## config.mk

```make
export PLATFORM = sky130hd
export DESIGN_NAME = fft_stage_sequencer_rtl
export DESIGN_NICKNAME = d
export VERILOG_FILES = /design/src/rtl/fft_stage_sequencer_rtl_pkg.sv /design/src/rtl/fft_stage_sequencer_rtl_addr_gen.sv /design/src/rtl/fft_stage_sequencer_rtl.sv
export SDC_FILE = /design/constraint.sdc
export NUM_CORES = 1
export LEC_CHECK = 0
export CAP_MARGIN = 10
export CORE_AREA = 3 3 140 142
export CTS_CLUSTER_DIAMETER = 50
export CTS_CLUSTER_SIZE = 10
export DETAILED_ROUTE_END_ITERATION = 10
export DIE_AREA = 0 0 143 145
export GPL_TIMING_DRIVEN = 0
export PLACE_DENSITY_LB_ADDON = 0.12
export SYNTH_ARGS = -nofsm -noshare
export SYNTH_HDL_FRONTEND = slang
export SYNTH_HIERARCHICAL = 1
export SYNTH_SLANG_ARGS = --single-unit
```

## constraint.sdc

```tcl
create_clock -name clk -period 5.3 [get_ports clk]
set_input_delay 1.325 -clock clk [delete_from_list [all_inputs] [get_ports clk]]
set_output_delay 1.325 -clock clk [all_outputs]
set_load 0.01 [all_outputs]
```

## src/rtl/fft_stage_sequencer_rtl_pkg.sv

```systemverilog
// ----------------------------------------------------------------------------
// fft_package
//   Shared types for the FFT datapath: fixed-point word, packed complex
//   sample, the default butterfly pipeline latency and the state encoding of
//   the stage sequencer.
//   Samples are signed Q2.14 (1.0 == 16384).
// ----------------------------------------------------------------------------
package fft_package;

    typedef logic signed [15:0] word_t;

    typedef struct packed {
        word_t re;
        word_t im;
    } complex_t;

    // fft_block_rtl with registered comp_mult: bf_* in -> bf_*_out valid.
    localparam int unsigned bf_latency_c = 5;

    typedef enum logic [1:0] {
        ST_IDLE,
        ST_ISSUE,
        ST_DRAIN
    } seq_state_t;

endpackage

```

## src/rtl/fft_stage_sequencer_rtl_addr_gen.sv

```systemverilog
// ----------------------------------------------------------------------------
// fft_addr_gen_rtl
//   Stage / pair counters of an in-place radix-2 DIT FFT and the operand and
//   twiddle addresses derived from them.
//   Ports:
//     clk, reset_n      clock, asynchronous active-low reset
//     clear             hold both counters at zero
//     k_step            advance pair index k (never wraps past N/2-1)
//     stage_step        advance stage, restart k at 0
//     stage             current stage index
//     addr_a / addr_b   upper / lower operand addresses of pair k
//     tw_addr           twiddle index W_N^tw_addr for pair k
//     last_pair         k == N/2-1
//     last_stage        stage == LOG2N-1
// ----------------------------------------------------------------------------
module fft_addr_gen_rtl
    import fft_package::*;
#(
    parameter int unsigned N_POINTS = 64,
    parameter int unsigned LOG2N    = $clog2(N_POINTS)
) (
    input  logic             clk,
    input  logic             reset_n,
    input  logic             clear,
    input  logic             k_step,
    input  logic             stage_step,
    output logic [LOG2N-1:0] stage,
    output logic [LOG2N-1:0] addr_a,
    output logic [LOG2N-1:0] addr_b,
    output logic [LOG2N-2:0] tw_addr,
    output logic             last_pair,
    output logic             last_stage
);

    localparam logic [LOG2N-2:0] k_last       = (LOG2N-1)'(N_POINTS/2 - 1);
    localparam logic [LOG2N-1:0] stage_last   = LOG2N'(LOG2N - 1);
    localparam logic [LOG2N-1:0] tw_shift_top = LOG2N'(LOG2N - 1);

    logic [LOG2N-2:0] k;
    logic [LOG2N-1:0] k_wide;
    logic [LOG2N-1:0] half;
    logic [LOG2N-1:0] low_mask;
    logic [LOG2N-1:0] j;
    logic [LOG2N-1:0] tw_wide;

    always_ff @(posedge clk or negedge reset_n) begin
        if (!reset_n) begin
            k     <= '0;
            stage <= '0;
        end else if (clear) begin
            k     <= '0;
            stage <= '0;
        end else if (stage_step) begin
            k     <= '0;
            stage <= stage + 1'b1;
        end else if (k_step) begin
            k     <= k + 1'b1;
        end
    end

    // a = ((k >> s) << (s+1)) + j is computed as: clear the low s bits of k,
    // shift left once, then OR j back in (bit s of a is always zero, so
    // b = a + half is also an OR).
    always_comb begin
        k_wide      = {1'b0, k};
        half        = '0;
        half[stage] = 1'b1;
        low_mask    = half - 1'b1;
        j           = k_wide & low_mask;
        addr_a      = ((k_wide & ~low_mask) << 1) | j;
        addr_b      = addr_a | half;
        tw_wide     = j << (tw_shift_top - stage);
        tw_addr     = tw_wide[LOG2N-2:0];
    end

    assign last_pair  = (k == k_last);
    assign last_stage = (stage == stage_last);

endmodule

```

## src/rtl/fft_stage_sequencer_rtl.sv

```systemverilog
// ----------------------------------------------------------------------------
// fft_stage_sequencer_rtl
//   Runs an in-place radix-2 DIT FFT (bit-reversed input in RAM) through a
//   single pipelined butterfly. Each stage issues N/2 operand-pair reads, then
//   drains 1+BFLY_LATENCY cycles so the last write lands before the next
//   stage's first read.
//   Ports:
//     clk, reset_n                    clock, asynchronous active-low reset
//     start / busy / done             transform control and status
//     stage                           current stage index
//     rd_en, rd_addr_a/_b             RAM read (data returned next cycle)
//     rd_data_a/_b                    RAM read data
//     tw_addr / tw_data               twiddle ROM index and data (next cycle)
//     bf_first/_second/_phase         butterfly operands (zero when idle)
//     bf_first_out/_second_out        butterfly results
//     wr_en, wr_addr_a/_b, wr_data_a/_b  RAM write-back of the results
// ----------------------------------------------------------------------------
module fft_stage_sequencer_rtl
    import fft_package::*;
#(
    parameter int unsigned N_POINTS     = 64,
    parameter int unsigned BFLY_LATENCY = bf_latency_c,
    parameter int unsigned LOG2N        = $clog2(N_POINTS)
) (
    input  logic             clk,
    input  logic             reset_n,
    input  logic             start,
    output logic             busy,
    output logic             done,
    output logic [LOG2N-1:0] stage,
    output logic             rd_en,
    output logic [LOG2N-1:0] rd_addr_a,
    output logic [LOG2N-1:0] rd_addr_b,
    input  complex_t         rd_data_a,
    input  complex_t         rd_data_b,
    output logic [LOG2N-2:0] tw_addr,
    input  complex_t         tw_data,
    output complex_t         bf_first,
    output complex_t         bf_second,
    output complex_t         bf_phase,
    input  complex_t         bf_first_out,
    input  complex_t         bf_second_out,
    output logic             wr_en,
    output logic [LOG2N-1:0] wr_addr_a,
    output logic [LOG2N-1:0] wr_addr_b,
    output complex_t         wr_data_a,
    output complex_t         wr_data_b
);

    localparam int unsigned DW = $clog2(BFLY_LATENCY + 2);
    localparam logic [DW-1:0] drain_end = DW'(BFLY_LATENCY);

    seq_state_t state;
    logic [DW-1:0] drain_cnt;

    logic             clear;
    logic             k_step;
    logic             stage_step;
    logic             drain_last;
    logic             last_pair;
    logic             last_stage;
    logic [LOG2N-1:0] gen_a;
    logic [LOG2N-1:0] gen_b;
    logic [LOG2N-2:0] gen_tw;

    // Address/valid delay line: tap 0 lines up with the returned read data,
    // tap BFLY_LATENCY with the butterfly result.
    logic             pipe_valid [0:BFLY_LATENCY];
    logic [LOG2N-1:0] pipe_a     [0:BFLY_LATENCY];
    logic [LOG2N-1:0] pipe_b     [0:BFLY_LATENCY];

    assign drain_last = (state == ST_DRAIN) && (drain_cnt == drain_end);
    assign k_step     = (state == ST_ISSUE) && !last_pair;
    assign stage_step = drain_last && !last_stage;
    // Counters return to zero on the final drain cycle so stage reads 0
    // from the done cycle onward.
    assign clear      = (state == ST_IDLE) || (drain_last && last_stage);

    fft_addr_gen_rtl #(
        .N_POINTS (N_POINTS),
        .LOG2N    (LOG2N)
    ) u_addr_gen (
        .clk        (clk),
        .reset_n    (reset_n),
        .clear      (clear),
        .k_step     (k_step),
        .stage_step (stage_step),
        .stage      (stage),
        .addr_a     (gen_a),
        .addr_b     (gen_b),
        .tw_addr    (gen_tw),
        .last_pair  (last_pair),
        .last_stage (last_stage)
    );

    always_ff @(posedge clk or negedge reset_n) begin
        if (!reset_n) begin
            state     <= ST_IDLE;
            drain_cnt <= '0;
            busy      <= 1'b0;
            done      <= 1'b0;
            rd_en     <= 1'b0;
        end else begin
            done <= 1'b0;
            case (state)
                ST_IDLE: begin
                    // A start coinciding with the done pulse is dropped.
                    if (start && !done) begin
                        state <= ST_ISSUE;
                        busy  <= 1'b1;
                        rd_en <= 1'b1;
                    end
                end
                ST_ISSUE: begin
                    if (last_pair) begin
                        state     <= ST_DRAIN;
                        rd_en     <= 1'b0;
                        drain_cnt <= '0;
                    end
                end
                ST_DRAIN: begin
                    if (drain_last) begin
                        if (last_stage) begin
                            state <= ST_IDLE;
                            busy  <= 1'b0;
                            done  <= 1'b1;
                        end else begin
                            state <= ST_ISSUE;
                            rd_en <= 1'b1;
                        end
                    end else begin
                        drain_cnt <= drain_cnt + 1'b1;
                    end
                end
                default: begin
                    state <= ST_IDLE;
                    busy  <= 1'b0;
                    rd_en <= 1'b0;
                end
            endcase
        end
    end

    assign rd_addr_a = rd_en ? gen_a  : '0;
    assign rd_addr_b = rd_en ? gen_b  : '0;
    assign tw_addr   = rd_en ? gen_tw : '0;

    always_ff @(posedge clk or negedge reset_n) begin
        if (!reset_n) begin
            for (int unsigned i = 0; i <= BFLY_LATENCY; i++) begin
                pipe_valid[i] <= 1'b0;
                pipe_a[i]     <= '0;
                pipe_b[i]     <= '0;
            end
        end else begin
            pipe_valid[0] <= rd_en;
            pipe_a[0]     <= rd_addr_a;
            pipe_b[0]     <= rd_addr_b;
            for (int unsigned i = 1; i <= BFLY_LATENCY; i++) begin
                pipe_valid[i] <= pipe_valid[i-1];
                pipe_a[i]     <= pipe_a[i-1];
                pipe_b[i]     <= pipe_b[i-1];
            end
        end
    end

    assign bf_first  = pipe_valid[0] ? rd_data_a : '0;
    assign bf_second = pipe_valid[0] ? rd_data_b : '0;
    assign bf_phase  = pipe_valid[0] ? tw_data   : '0;

    assign wr_en     = pipe_valid[BFLY_LATENCY];
    assign wr_addr_a = pipe_a[BFLY_LATENCY];
    assign wr_addr_b = pipe_b[BFLY_LATENCY];
    assign wr_data_a = wr_en ? bf_first_out  : '0;
    assign wr_data_b = wr_en ? bf_second_out : '0;

endmodule

```

### Yosys cells after proc, flatten, opt, wreduce, memory -nomap -nowiden

Index checks and enable logic that the tools add are counted.

* bits in registers: 97
* latch bits: 0
* RAM bits: 0
* bits in read-only memories: 0
* output and inout port bits: 199
* logic and storage cells: 102
* memories: 0

* add/subtract/negate cells: 5
* multiply operators: 0
* divide/modulo/power cells: 0
* magnitude comparators: 2
* equal/unequal tests: 11
* shift-type cells: 1
* multiplexer cells: 34
* bitwise operators: 6
* reductions and logical operators: 18

Operators by type and width (number)
* $mux W32: 5
* $mux W6: 4
* $mux W5: 4
* $or A6 B6 Y6: 2
* $mux W1: 11
* $ne A2 B2 Y1 const B: 5
* $reduce_and A4 Y1: 2
* $add A6 B1 Y6 const B: 1
* $and A5 B6 Y6: 1
* $eq A6 B3 Y1 const B: 1
* $ge A6 B1 Y1 const B: 1
* $logic_and A1 B1 Y1: 6
* $lt A6 B4 Y1 const B: 1
* $mux W2: 3
* $mux W3: 2
* $pmux W1 S3: 2
* $pmux W2 S3: 1
* $pmux W3 S2: 1
* $reduce_and A3 Y1: 2
* $shl A6 B6 Y5: 1
* $sub A3 B6 Y6 const A: 1
* $sub A6 B1 Y6 const B: 1
* $add A5 B1 Y5 const B: 1
* $and A5 B5 Y5: 1
* 14 further kinds: 17

### Depth between registers and ports, before layout

* word-level depth: 10
* depth in mapped cells: 13

### Modules after synthesis

The synthesis kept the hierarchy.

Modules (own cells, without submodules)
* fft_stage_sequencer_rtl: times used 1, cells each 328, area each 3641.0 µm²
* fft_addr_gen_rtl: times used 1, cells each 145, area each 1129.8 µm²

### Least setup slack after synthesis

OpenSTA, ideal clock, no wires.

* path kind: reg2out
* start point: reg u_addr_gen.stage[1]
* end point: out tw_addr[3]
* arrival time: 2767 ps
* data required time: 3975 ps
* path slack: 1208 ps
* stages on the path, launching flop included: 14
* cells stage by stage: dfrtp_1 > clkbuf_1 > inv_1 > ha_1 > nor4b_1 > and2b_1 > inv_1 > ha_1 > buf_2 > nor3b_1 > a32o_1 > a22oi_1 > o22ai_1 > and2_1

* word-level cells in the longest chain between the ends: 8
* elaborated cells between the ends (all ways): 10
* those cells by class: add/sub (2); order compare (2); shift (1); mux (3); bitwise (1); reduce/logical (1)

Ends and longest elaborated chain
* from (decl): RTL line fft_stage_sequencer_rtl_addr_gen.sv:27 `output logic [LOG2N-1:0] stage,`
* from (signal assigned): RTL line fft_stage_sequencer_rtl_addr_gen.sv:55 `stage <= stage + 1'b1;`
* $ge A6 B1 Y1 (not written as such) / $lt A6 B4 Y1 (equally long branches): RTL line fft_stage_sequencer_rtl_addr_gen.sv:67 `half[stage] = 1'b1;`
* $logic_and A1 B1 Y1 (not written as such): RTL line fft_stage_sequencer_rtl_addr_gen.sv:67
* $mux W1 (not written as such): RTL line fft_stage_sequencer_rtl_addr_gen.sv:67
* $demux W1 S3
* $sub A6 B1 Y6: RTL line fft_stage_sequencer_rtl_addr_gen.sv:68 `low_mask = half - 1'b1;`
* $and A5 B6 Y6: RTL line fft_stage_sequencer_rtl_addr_gen.sv:69 `j = k_wide & low_mask;`
* $shl A6 B6 Y5 *: RTL line fft_stage_sequencer_rtl_addr_gen.sv:72 `tw_wide = j << (tw_shift_top - stage);`
* via gen_tw[3]: RTL line fft_stage_sequencer_rtl.sv:64 `logic [LOG2N-2:0] gen_tw;`
* $mux W5 *: RTL line fft_stage_sequencer_rtl.sv:146 `assign tw_addr = rd_en ? gen_tw : '0;`
* to (decl): RTL line fft_stage_sequencer_rtl.sv:36 `output logic [LOG2N-2:0] tw_addr,`

Mark *: on every way through the listed nets, which the timed path passes. The rest lies on a longest branch.

### Worst setup path after layout

* start point: reg u_addr_gen.stage[1]
* end point: out tw_addr[4]

Same word-level chain as after synthesis.

==> results.py <==
metrics = {
    "outcome": {
        "status": "completed",
    },
    "power_and_ir_drop": {
        "p_sw_uw": 414,
        "p_comb_share_pct": 21.8,
        "switching_share_pct": 24.0,
        "ir_drop_v": 0.000165,
        "p_clk_share_pct": 35.3,
        "leakage_nw": 3.73,
        "cellPowerDensity_nw_per_um2": 192,
        "p_int_mw": 1.31,
        "power_frac_seq_pct": 42.9,
    },
    "logic_synthesis": {
        "synth_area_um2": 4770,
        "ys_ff_latch": 97,
        "synthArstFlopShare_pct": 100,
        "ys_seq_area_share_pct": 50.9,
        "synth-edff-count": 0,
        "syn_inst": 473,
        "ys.flop_type": "dfrtp_1",
        "yosysWarnings": 6,
        "synth.net_count": 647,
        "ys_types": 48,
        "syn_area_per_cell_um2": 10.1,
    },
    "layout": {
        "fin_util_pct": 48.4,
        "drive_gt1_share_pct": 5.41,
        "syn2layout_area_growth_pct": 88.6,
        "fin_nets": 1019,
    },
    "timing": {
        "setup_ws_ps": 325,
        "rsz0062_at_grt": "no",
        "max_freq_mhz": 201,
        "relSlewSlack_pct": 56.6,
        "tightestPinTransition_ps": 643,
        "whs_ps": 343,
        "post-route-period-util_pct": 93.9,
        "drv_slew": 0,
        "hold_viol_final": 0,
        "setup_violations": 0,
        "skew_ps": 5.15,
        "fin_crit_ps": 4980,
    },
    "floorplan": {
        "die_h_um": 145,
        "die_area_um2": 20700,
        "initial_utilization_pct": 25.7,
        "top_level_ports": 362,
        "die_x_um": 143,
        "rows": 50,
        "core_um2": 18600,
    },
    "global_route": {
        "grt_overflow": 0,
        "grt_first_pass_wirelength_mm": 35.3,
        "grt_pass1_vias": 4993,
        "antenna_found_initial": 4,
        "grtUsageTotal_pct": 23.7,
        "grt_max_degree": 59,
    },
    "detailed_routing": {
        "ant_nets": 0,
        "drt-pass1-iter-count": 4,
        "drtIter0Drc": 195,
        "dr_total_vias": 4715,
        "drc": 0,
        "routedWlPerCell_um": 23.1,
        "vias_per_cell": 4.34,
        "postRouteWirelength_mm": 25.0,
    },
    "clock_tree": {
        "htree_num_levels": 3,
        "cts_buffers": 9,
        "cts_setup_buffers": 0,
        "clock_latency_ps": 340,
        "cts_hold_buf": 0,
        "cts_tree": "done",
        "root_buffer": "clkbuf_16",
        "clkSlewWorstSetupHoldPaths_ps": 70,
        "cts_resized": 1,
        "cts_num_sinks": 97,
        "clock_path_buffers": 2,
    },
    "worst_setup_path": {
        "start_kind": "register",
        "arrival_ps": 3650,
        "endpoint_kind": "output port",
        "timing.reg2reg.setup_slack_ps": 2520,
        "worstPathMaxFanout": 16,
        "r2r_end": "u_addr_gen/k[1]",
        "required_ps": 3970,
        "worstRegToRegCells": 7,
        "critPathCapture": "tw_addr[4]",
        "startpoint": "u_addr_gen/stage[1]",
        "worstSetupPathType": "register to output port",
        "r2r-start": "u_addr_gen/stage[0]",
    },
    "flow_run": {
        "maxCapViolCount": 0,
    },
    "placed_design": {
        "gp_congestion": 0.957,
        "hpwlAfterDp_mm": 21.4,
        "numPortBuffers": 361,
        "place_ws_ps": 161,
    },
    "hold_path": {
        "hold_class": "register to register",
    },
}
[state kept, by name (all words and copies together) (netlist names)]
name / cells
busy: 1
done: 1
drain_cnt: 3
pipe_a: 30
pipe_b: 30
pipe_valid: 5
rd_en: 1
state: 2
u_addr_gen/k: 5
u_addr_gen/stage: 6
wr_addr_a: 6
wr_addr_b: 6
wr_en: 1
[power by group through the flow]
stage | Sequential (mW) | Clock [mW] | Combinational (mW)
5_1_grt | 0.739 | 0.656 | 0.401
3_3_place_gp | 0.754 | 0 | 0.378
2_1_floorplan | 0.754 | 0 | 0.0822
3_5_place_dp | 0.754 | 0 | 0.380
6_report | 0.740 | 0.610 | 0.377
4_1_cts | 0.740 | 0.628 | 0.383
[stage by stage]
stage	power [mW]	cells	setup TNS, ps	area [um2]
6_report	1.73	1086	0	9000
5_1_grt	1.80	1085	0	9000
4_1_cts	1.75	1085	0	8990
3_5_place_dp	1.13	1069	0	8700
3_3_place_gp	1.13	1068	-62770	8680
2_1_floorplan	0.836	473	0	4770
[per-layer routing]
metal / vias to the layer above / part of all wire [%] / wire (um) / GRT usage, %
met2: 251 / 45 / 11300 / 37.0
li1: 2248 / - / - / -
met3: 18 / 16 / 4040 / 15.8
met4: 4 / 0.62 / 156 / 2.99
met1: 2194 / 38 / 9570 / 28.1
met5: - / 0.096 / 24 / 0
[cell type report]
| class | count | area (um2) |
|---|---|---|
| well taps | 234 | 293 |
| fillers | 1713 | 9580 |
| plain buffers | 41 | 228 |
| clock buffers | 11 | 243 |
| flip-flops and latches | 97 | 2430 |
| multi-input cells | 323 | 2090 |
| repair buffers | 362 | 3640 |
| diodes | 2 | 5.00 |
| clock inverters | 5 | 37.5 |
| inverters | 11 | 41.3 |
[Yosys cell counts (3+ instances only)]
library cell	number	area share, %
nand3_1	8	0.84
o21ai_0	7	0.73
xnor2_1	7	1.3
xor2_1	5	0.92
and3_1	3	0.39
a21o_1	4	0.63
nor2_1	12	0.94
buf_2	4	0.42
a211oi_1	3	0.47
clkbuf_2	4	0.42
buf_4	13	2.0
inv_1	11	0.87
nand4_1	4	0.52
dfrtp_1	97	51
clkbuf_1	19	1.5
ha_1	11	2.9
nand2_1	18	1.4
o22ai_1	5	0.66
and2_1	179	23
nor3_1	10	1.0
nor2b_1	5	0.66
mux2i_1	3	0.63
a21oi_1	10	1.0
[critical path, cell delays in order (launching register included)]
cell and delay (ps):
dfrtp_1 560, inv_1 160, ha_1 240, nor4b_4 350
and2b_1 240, inv_1 60, ha_1 300, nand2b_1 170
o21ai_0 220, nand4_1 120, a31oi_1 160, and2_1 140
clkdlybuf4s50_1 580
[cells in the final DEF (no fill, tap or decap), types with 4 or more instances in the layout]
cell type,count
clkdlybuf4s50_1,360
and2_1,179
dfrtp_1,97
clkbuf_1,19
nand2_1,18
buf_4,14
nor2_1,12
inv_1,11
ha_1,11
nor3_1,10
a21oi_1,10
clkbuf_16,9
nand3_1,8
o21ai_0,7
xnor2_1,7
o22ai_1,5
nor2b_1,5
xor2_1,5
buf_2,4
clkbuf_2,4
a21o_1,4
nand4_1,4
[how the worst min path moves through the flow]
stage | start | endpoint | slack, ps | cells past startpoint
floorplan | pipe_a[16] | pipe_a[10] | 330 | 0
global placement | pipe_a[17] | pipe_a[11] | 330 | 0
detailed placement | pipe_a[16] | pipe_a[10] | 330 | 0
CTS | pipe_a[20] | pipe_a[14] | 350 | 0
global route | pipe_a[19] | pipe_a[13] | 350 | 0
finish | pipe_a[20] | pipe_a[14] | 340 | 0
[cells by family (layout without fill, tap and decap cells)]
kind of cell    after synthesis  after routing  synth area share (%)
simple gates                255            255                  31.9
flops                        97             97                  50.9
fa+ha+maj                    11             11                  2.88
mux                           3              3                 0.629
compound gates               42             42                  5.74
xor+xnor                     12             12                  2.20
other cells                   0              2                     0
buf+inv                      53            430                  5.72
No activity file was read; power rests on OpenSTA's default activity.
